[src/rtl/pulp_boot_seq.sv]
// Boot/reset sequencer for PULPino: selects run/fetch requests from debounced board switches
// or the PS control word, then sequences SoC reset release and fetch enable after clock lock.
module pulp_boot_seq #(
    parameter int unsigned CNT_W      = 16,
    parameter int unsigned DEB_CYCLES = 50000,
    parameter int unsigned RST_HOLD   = 16,
    parameter int unsigned FETCH_DLY  = 32
) (
    input  logic        clk,
    input  logic        rst_n,
    input  logic        sw_run_i,
    input  logic        sw_fetch_i,
    input  logic [31:0] ps_ctrl_i,
    input  logic        clk_locked_i,
    output logic        rstn_pulpino_o,
    output logic        fetch_en_o,
    output logic [1:0]  state_o,
    output logic        busy_o
);

    typedef enum logic [1:0] {
        ST_RESET = 2'd0,
        ST_HOLD  = 2'd1,
        ST_WAIT  = 2'd2,
        ST_RUN   = 2'd3
    } state_e;

    localparam logic [CNT_W-1:0] DEB_LAST   = CNT_W'(DEB_CYCLES - 1);
    localparam logic [CNT_W-1:0] HOLD_LAST  = CNT_W'(RST_HOLD - 1);
    localparam logic [CNT_W-1:0] FETCH_LAST = CNT_W'(FETCH_DLY - 1);

    // Index 0 = run switch, index 1 = fetch switch
    logic [1:0]       sw_raw;
    logic [1:0]       sync1_q, sync2_q;
    logic [1:0]       db_q, db_d;
    logic [CNT_W-1:0] deb_cnt_q [2];
    logic [CNT_W-1:0] deb_cnt_d [2];

    state_e           state_q, state_d;
    logic [CNT_W-1:0] cnt_q, cnt_d;
    logic             rstn_q, rstn_d;
    logic             fetch_q, fetch_d;

    logic             run_req, fetch_req, abort;
    logic             unused_ps;

    assign sw_raw    = {sw_fetch_i, sw_run_i};
    assign unused_ps = ^ps_ctrl_i[29:1];

    always_comb begin
        db_d      = db_q;
        deb_cnt_d = deb_cnt_q;
        for (int unsigned i = 0; i < 2; i++) begin
            if (sync2_q[i] == db_q[i]) begin
                deb_cnt_d[i] = '0;
            end else if (deb_cnt_q[i] == DEB_LAST) begin
                db_d[i]      = sync2_q[i];
                deb_cnt_d[i] = '0;
            end else begin
                deb_cnt_d[i] = deb_cnt_q[i] + CNT_W'(1);
            end
        end
    end

    assign run_req   = ps_ctrl_i[30] ? ps_ctrl_i[31] : db_q[0];
    assign fetch_req = ps_ctrl_i[30] ? ps_ctrl_i[0]  : db_q[1];
    assign abort     = !run_req || !clk_locked_i;

    always_comb begin
        state_d = state_q;
        cnt_d   = cnt_q;
        case (state_q)
            ST_RESET: begin
                cnt_d = '0;
                if (!abort) state_d = ST_HOLD;
            end
            ST_HOLD: begin
                if (abort) begin
                    state_d = ST_RESET;
                    cnt_d   = '0;
                end else if (cnt_q == HOLD_LAST) begin
                    state_d = ST_WAIT;
                    cnt_d   = '0;
                end else begin
                    cnt_d = cnt_q + CNT_W'(1);
                end
            end
            ST_WAIT: begin
                if (abort) begin
                    state_d = ST_RESET;
                    cnt_d   = '0;
                end else if (cnt_q == FETCH_LAST) begin
                    state_d = ST_RUN;
                    cnt_d   = '0;
                end else begin
                    cnt_d = cnt_q + CNT_W'(1);
                end
            end
            default: begin
                if (abort) begin
                    state_d = ST_RESET;
                    cnt_d   = '0;
                end
            end
        endcase
        // Outputs registered from next state so they change on the same edge as the state
        rstn_d  = (state_d == ST_WAIT) || (state_d == ST_RUN);
        fetch_d = (state_d == ST_RUN) && fetch_req;
    end

    always_ff @(posedge clk) begin
        if (!rst_n) begin
            sync1_q   <= '0;
            sync2_q   <= '0;
            db_q      <= '0;
            deb_cnt_q <= '{default: '0};
            state_q   <= ST_RESET;
            cnt_q     <= '0;
            rstn_q    <= 1'b0;
            fetch_q   <= 1'b0;
        end else begin
            sync1_q   <= sw_raw;
            sync2_q   <= sync1_q;
            db_q      <= db_d;
            deb_cnt_q <= deb_cnt_d;
            state_q   <= state_d;
            cnt_q     <= cnt_d;
            rstn_q    <= rstn_d;
            fetch_q   <= fetch_d;
        end
    end

    assign rstn_pulpino_o = rstn_q;
    assign fetch_en_o     = fetch_q;
    assign state_o        = state_q;
    assign busy_o         = (state_q != ST_RUN);

endmodule

[config.mk]
export PLATFORM = sky130hd
export DESIGN_NAME = pulp_boot_seq
export DESIGN_NICKNAME = d
export VERILOG_FILES = /design/src/rtl/pulp_boot_seq.sv
export SDC_FILE = /design/constraint.sdc
export NUM_CORES = 1
export LEC_CHECK = 0
export ABC_CLOCK_PERIOD_IN_PS = 2100
export CORE_MARGIN = 2
export CORE_UTILIZATION = 48
export CTS_CLUSTER_SIZE = 20
export DETAILED_ROUTE_END_ITERATION = 8
export HOLD_SLACK_MARGIN = 0.1
export PLACE_DENSITY = 0.74
export SYNTH_ARGS = -nofsm -noshare
export SYNTH_HDL_FRONTEND = slang
export SYNTH_SLANG_ARGS = --single-unit
[constraint.sdc]
create_clock -name clk -period 2.1 [get_ports clk]
set_input_delay 0.315 -clock clk [delete_from_list [all_inputs] [get_ports clk]]
set_output_delay 0.315 -clock clk [all_outputs]
set_load 0.05 [all_outputs]
Word-level counts from Yosys, hierarchy flattened --
Index checks and enable logic that the tools add are counted.
Word-level totals: bits in registers 58, output and inout port bits 5
Operators by class: $add $sub $neg 3, eq/ne operators 11, muxes and demuxes 15, bitwise logic cells 3, reductions and logical operators 11
Operator list (count):
- two-way mux 16 bit | 5
- adder 16 x 1 -> 16 bit (second input constant) | 3
- one-hot mux 16 bit (3 select lines) | 1
- == test 16 bit (second input constant) | 2
- == test 16 x 4 -> 1 bit (second input constant) | 1
- == test 16 x 5 -> 1 bit (second input constant) | 1
- two-way mux 2 bit | 6
- == test 2 bit (second input constant) | 3
- one-hot mux 2 bit (3 select lines) | 1
- OR reduction 3 bit | 2
- AND reduction 2 bit | 2
- nonzero test 4 bit | 1
- NOT 1 bit | 3
- == test 1 bit | 2
- == test 2 x 1 -> 1 bit (second input constant) | 1
- logical NOT 1 bit | 2
- logical NOT 2 bit | 1
- logical OR 1 bit | 2
- two-way mux 1 bit | 2
- != test 2 bit (second input constant) | 1
- logical AND 1 bit | 1

Logic depth before layout (Yosys ltp) --
word-level depth 7, mapped depth 7

Least setup slack after synthesis --
OpenSTA, ideal clock, no wires.
path kind register -> register, start reg state_q[1] (netlist: state_o[1]), end reg cnt_q[9], library setup time 71 ps, arrival 2306 ps, setup slack -277 ps, stages on the path, launching flop included 7, buffers on the path 0, clock period less this slack 2377 ps, cells stage by stage dfxtp_1 > ha_1 > nor3_1 > a31oi_4 > nand3_1 > or4b_2 > a21oi_1
Between the ends: word-level cells in the longest chain between the ends 2
RTL lines:
- start, declared | line 39 | state_e state_q, state_d;
- start signal, assigned | line 126 | state_q <= state_d;
- == test 2 bit, or another cell as far along | line 72 | case (state_q)
- one-hot mux 16 bit (3 select lines) or nonzero test 4 bit (tied branches)
- end signal, assigned | line 127 | cnt_q <= cnt_d;
- end, declared | line 40 | logic [CNT_W-1:0] cnt_q, cnt_d;
Parallel ways exist; a longest one is shown, timed or not. A chain may end at the register's enable or synchronous reset.

Worst setup path in the final report --
start in ps_ctrl_i[30], end reg cnt_q[9]
Between the ends: word-level cells in the longest chain between the ends 5
RTL lines:
- start, declared | line 13 | input logic [31:0] ps_ctrl_i,
- two-way mux 1 bit * | line 65 | assign run_req = ps_ctrl_i[30] ? ps_ctrl_i[31] : db_q[0];
- logical NOT 1 bit * | line 67 | assign abort = !run_req || !clk_locked_i;
- logical OR 1 bit * | line 67
- two-way mux 16 bit (on tied branches) | line 89, 78
- one-hot mux 16 bit (3 select lines) | line 72
Every way passes the cells marked *; elsewhere a longest branch is shown, timed or not.

==> results.toml <==
[outcome]
outcome = "finished clean"

[setup_path]
required_ns = 2.37
worstSetupStartpointType = "primary input"
cp_max_fo = 2
max_stage_delay_ns = 0.64
cp_top_family = "simple AND/OR/NAND/NOR gates"
cp-end-kind = "register"
cp_slowest_cell = "or4b_2"
criticalPathCategory = "primary input to register"
path_buf_inv = 1
rr_worst_depth = 7
crit_chain = "clkdlybuf4s50_1 > mux2_2 > a31oi_4 > nand3_1 > or4b_2 > a21oi_1"
cp.depth = 6
worstPathArrival_ns = 2.28

[timing]
grt_setup_unrepaired = "no"
setup_viol = 0
period_needed_ns = 2.006
finalHoldViolCount = 0
finClkSkew_ns = 0.006664
max_freq_mhz = 498.5
timing.final.crit_share_pct = 95.52
finalMaxSlewViolations = 0
slew_headroom_pct = 57.94
worst_pin_slew_ns = 0.6252
fin_ws_ns = 0.09416

[power_and_ir_drop]
peakVddDrop_mv = 0.4793
power.leakage_nw = 1.149
p_per_area_nw_per_um2 = 724.5

[yosys]
synth.distinct_cells = 44
netlist_instances = 303
synth_seq_area_share_pct = 42.26
syn_area_um2 = 2700
yosysWarnings = 0
synth_nets = 348
synthFlopType = "dfxtp_1"
avgSynthCellArea_um2 = 8.911
synthArstFlopShare_pct = 0
synth-seq-cells = 57
synth_edf_count = 0

[global_route]
grt_pass1_vias = 2055
grt_use_met1_pct = 22.29
grt.busiest_layer = "met2"
grtUsageTotal_pct = 17.86
grt_start_max_net_pins = 17
antenna_found_initial = 0
use_met3_pct = 5.568
gr-total-overflow = 0
use_met2_pct = 28.05
grt_pass1_wl_um = 8763

[die]
core_um2 = 5473
start_util_pct = 49.34
die_area_um2 = 6241
fp-row-count = 27
die_h_um = 79
dieWidth_um = 79
io_pins = 42

[finish]
final_nets = 379
drive_gt1_share_pct = 13.86
fin_area_um2 = 3256
mostFrequentLayoutCell = "dfxtp_1"
antenna_cells = 0
mostFrequentLayoutCells = "dfxtp_1 (55), nor2_1 (53), xor2_1 (24)"
syn_to_final_growth_pct = 20.57

[cts]
clock_sinks = 57
htreeDepth = 3
post_cts_buffers = 0
cts_max_path_buffers = 2
cts_tree = "done"
ctsResizeCount = 2
clk_latency_ns = 0.34
cts_hold_buf = 0
cts_root_buf = "clkbuf_8"
clkTransAtPathRegs_ns = 0.06
cts_buffers = 9

[detailed_routing]
first_iter_violations = 91
ant_nets = 0
routedWlPerCell_um = 12.37
drtPass1Iterations = 4
drc = 0
vias_per_cell = 5.277
vias = 2169
routed_wl_um = 5083

[min_path]
holdPathStages = 1
hold_class = "register to register"

[place]
dpl.hpwl_um = 3555
place_area_um2 = 2989
place.gp.congestion = 0.9148
pre_cts_ws_ns = -0.2251
portBuffers = 12

[run]
maxCapViolations = 0
==> path summary, 6_finish.rpt <==
kind / from / end / slack (ns)
max: ps_ctrl_i[30] / cnt_q[9]$_SDFFE_PN0P_ / 0.09
min: deb_cnt_q[16]$_SDFF_PP0_ / deb_cnt_q[16]$_SDFF_PP0_ / 0.44
max reg2reg: state_o[1]$_SDFF_PN0_ / cnt_q[9]$_SDFFE_PN0P_ / 0.11
min reg2reg: deb_cnt_q[16]$_SDFF_PP0_ / deb_cnt_q[16]$_SDFF_PP0_ / 0.44
==> layout make-up <==
type	count	area, µm²
sequential	57	1146
fill	486	2217
clock buffer	11	162.7
clock inverter	5	75.07
multi-input combinational	229	1509
inverter	10	37.54
tap	72	90.09
timing repair buffer	27	235.2
==> cell usage after synthesis (all sizes together) (2+ instances only) <==
library cell | instances | share of area (%)
o211ai | 2 | 0.56
buf | 4 | 1.0
nor4 | 4 | 0.93
nor2 | 53 | 7.4
o21ai | 3 | 0.56
a21oi | 3 | 0.56
and2 | 10 | 2.3
ha | 8 | 3.7
xor2 | 24 | 7.8
nand4 | 11 | 2.5
mux2 | 2 | 0.83
nor2b | 3 | 0.70
nand2 | 20 | 2.8
mux2i | 5 | 1.9
or4 | 3 | 1.0
dfxtp | 57 | 42
or4b | 2 | 0.88
and4 | 4 | 1.3
inv | 10 | 1.4
nor3 | 10 | 1.9
and3 | 9 | 2.1
clkbuf | 3 | 0.42
xnor2 | 19 | 6.2
nand3 | 17 | 3.2
or3 | 5 | 1.2
a31oi | 3 | 1.3
==> flip-flops by register name, indices dropped and copies added, names as in the netlist <==
name	cells
cnt_q	16
db_q	2
deb_cnt_q	32
fetch_en_o	1
state_o	2
sync1_q	2
sync2_q	2
==> logic make-up after synthesis <==
family / count (synthesis) / synth area share (%)
multiplexers: 7 / 2.688
adder cells (fa/ha/maj): 8 / 3.707
flip-flops: 57 / 42.26
AO/OA/AOI/OAI: 17 / 5.422
buffers and inverters: 17 / 2.827
AND/OR/NAND/NOR: 154 / 29.15
XOR/XNOR: 43 / 13.95
==> layer usage <==
layer	vias up	share of wire, %	wire [µm]
met1	1014	48	2453
li1	1103	-	-
met3	12	4.1	207
met4	0	2.4	120
met5	-	0	0
met2	40	45	2302
==> power breakdown <==
group	total [mW]	internal [mW]	switching, mW	leakage (nW)
registers	1.09	1.09	0.00423	0.461
logic	0.0721	0.0346	0.0375	0.563
clock network	1.20	0.766	0.431	0.124
total	2.36	1.89	0.472	1.15
==> through the flow <==
stage	setup TNS, ns	std cells	hold WS (ns)	power, mW	utilization [%]
after floorplan	0	303	0.4119	1.151	-
after CTS	0	411	0.4416	2.380	59.12
after global routing	0	411	0.4659	2.447	59.49
after global placement	-0.2767	395	0.4220	1.183	54.62
after detailed placement	-0.3280	395	0.4285	1.184	54.62
final	0	411	0.4368	2.359	59.49
Note: power is estimated with default switching activity, not from simulation.
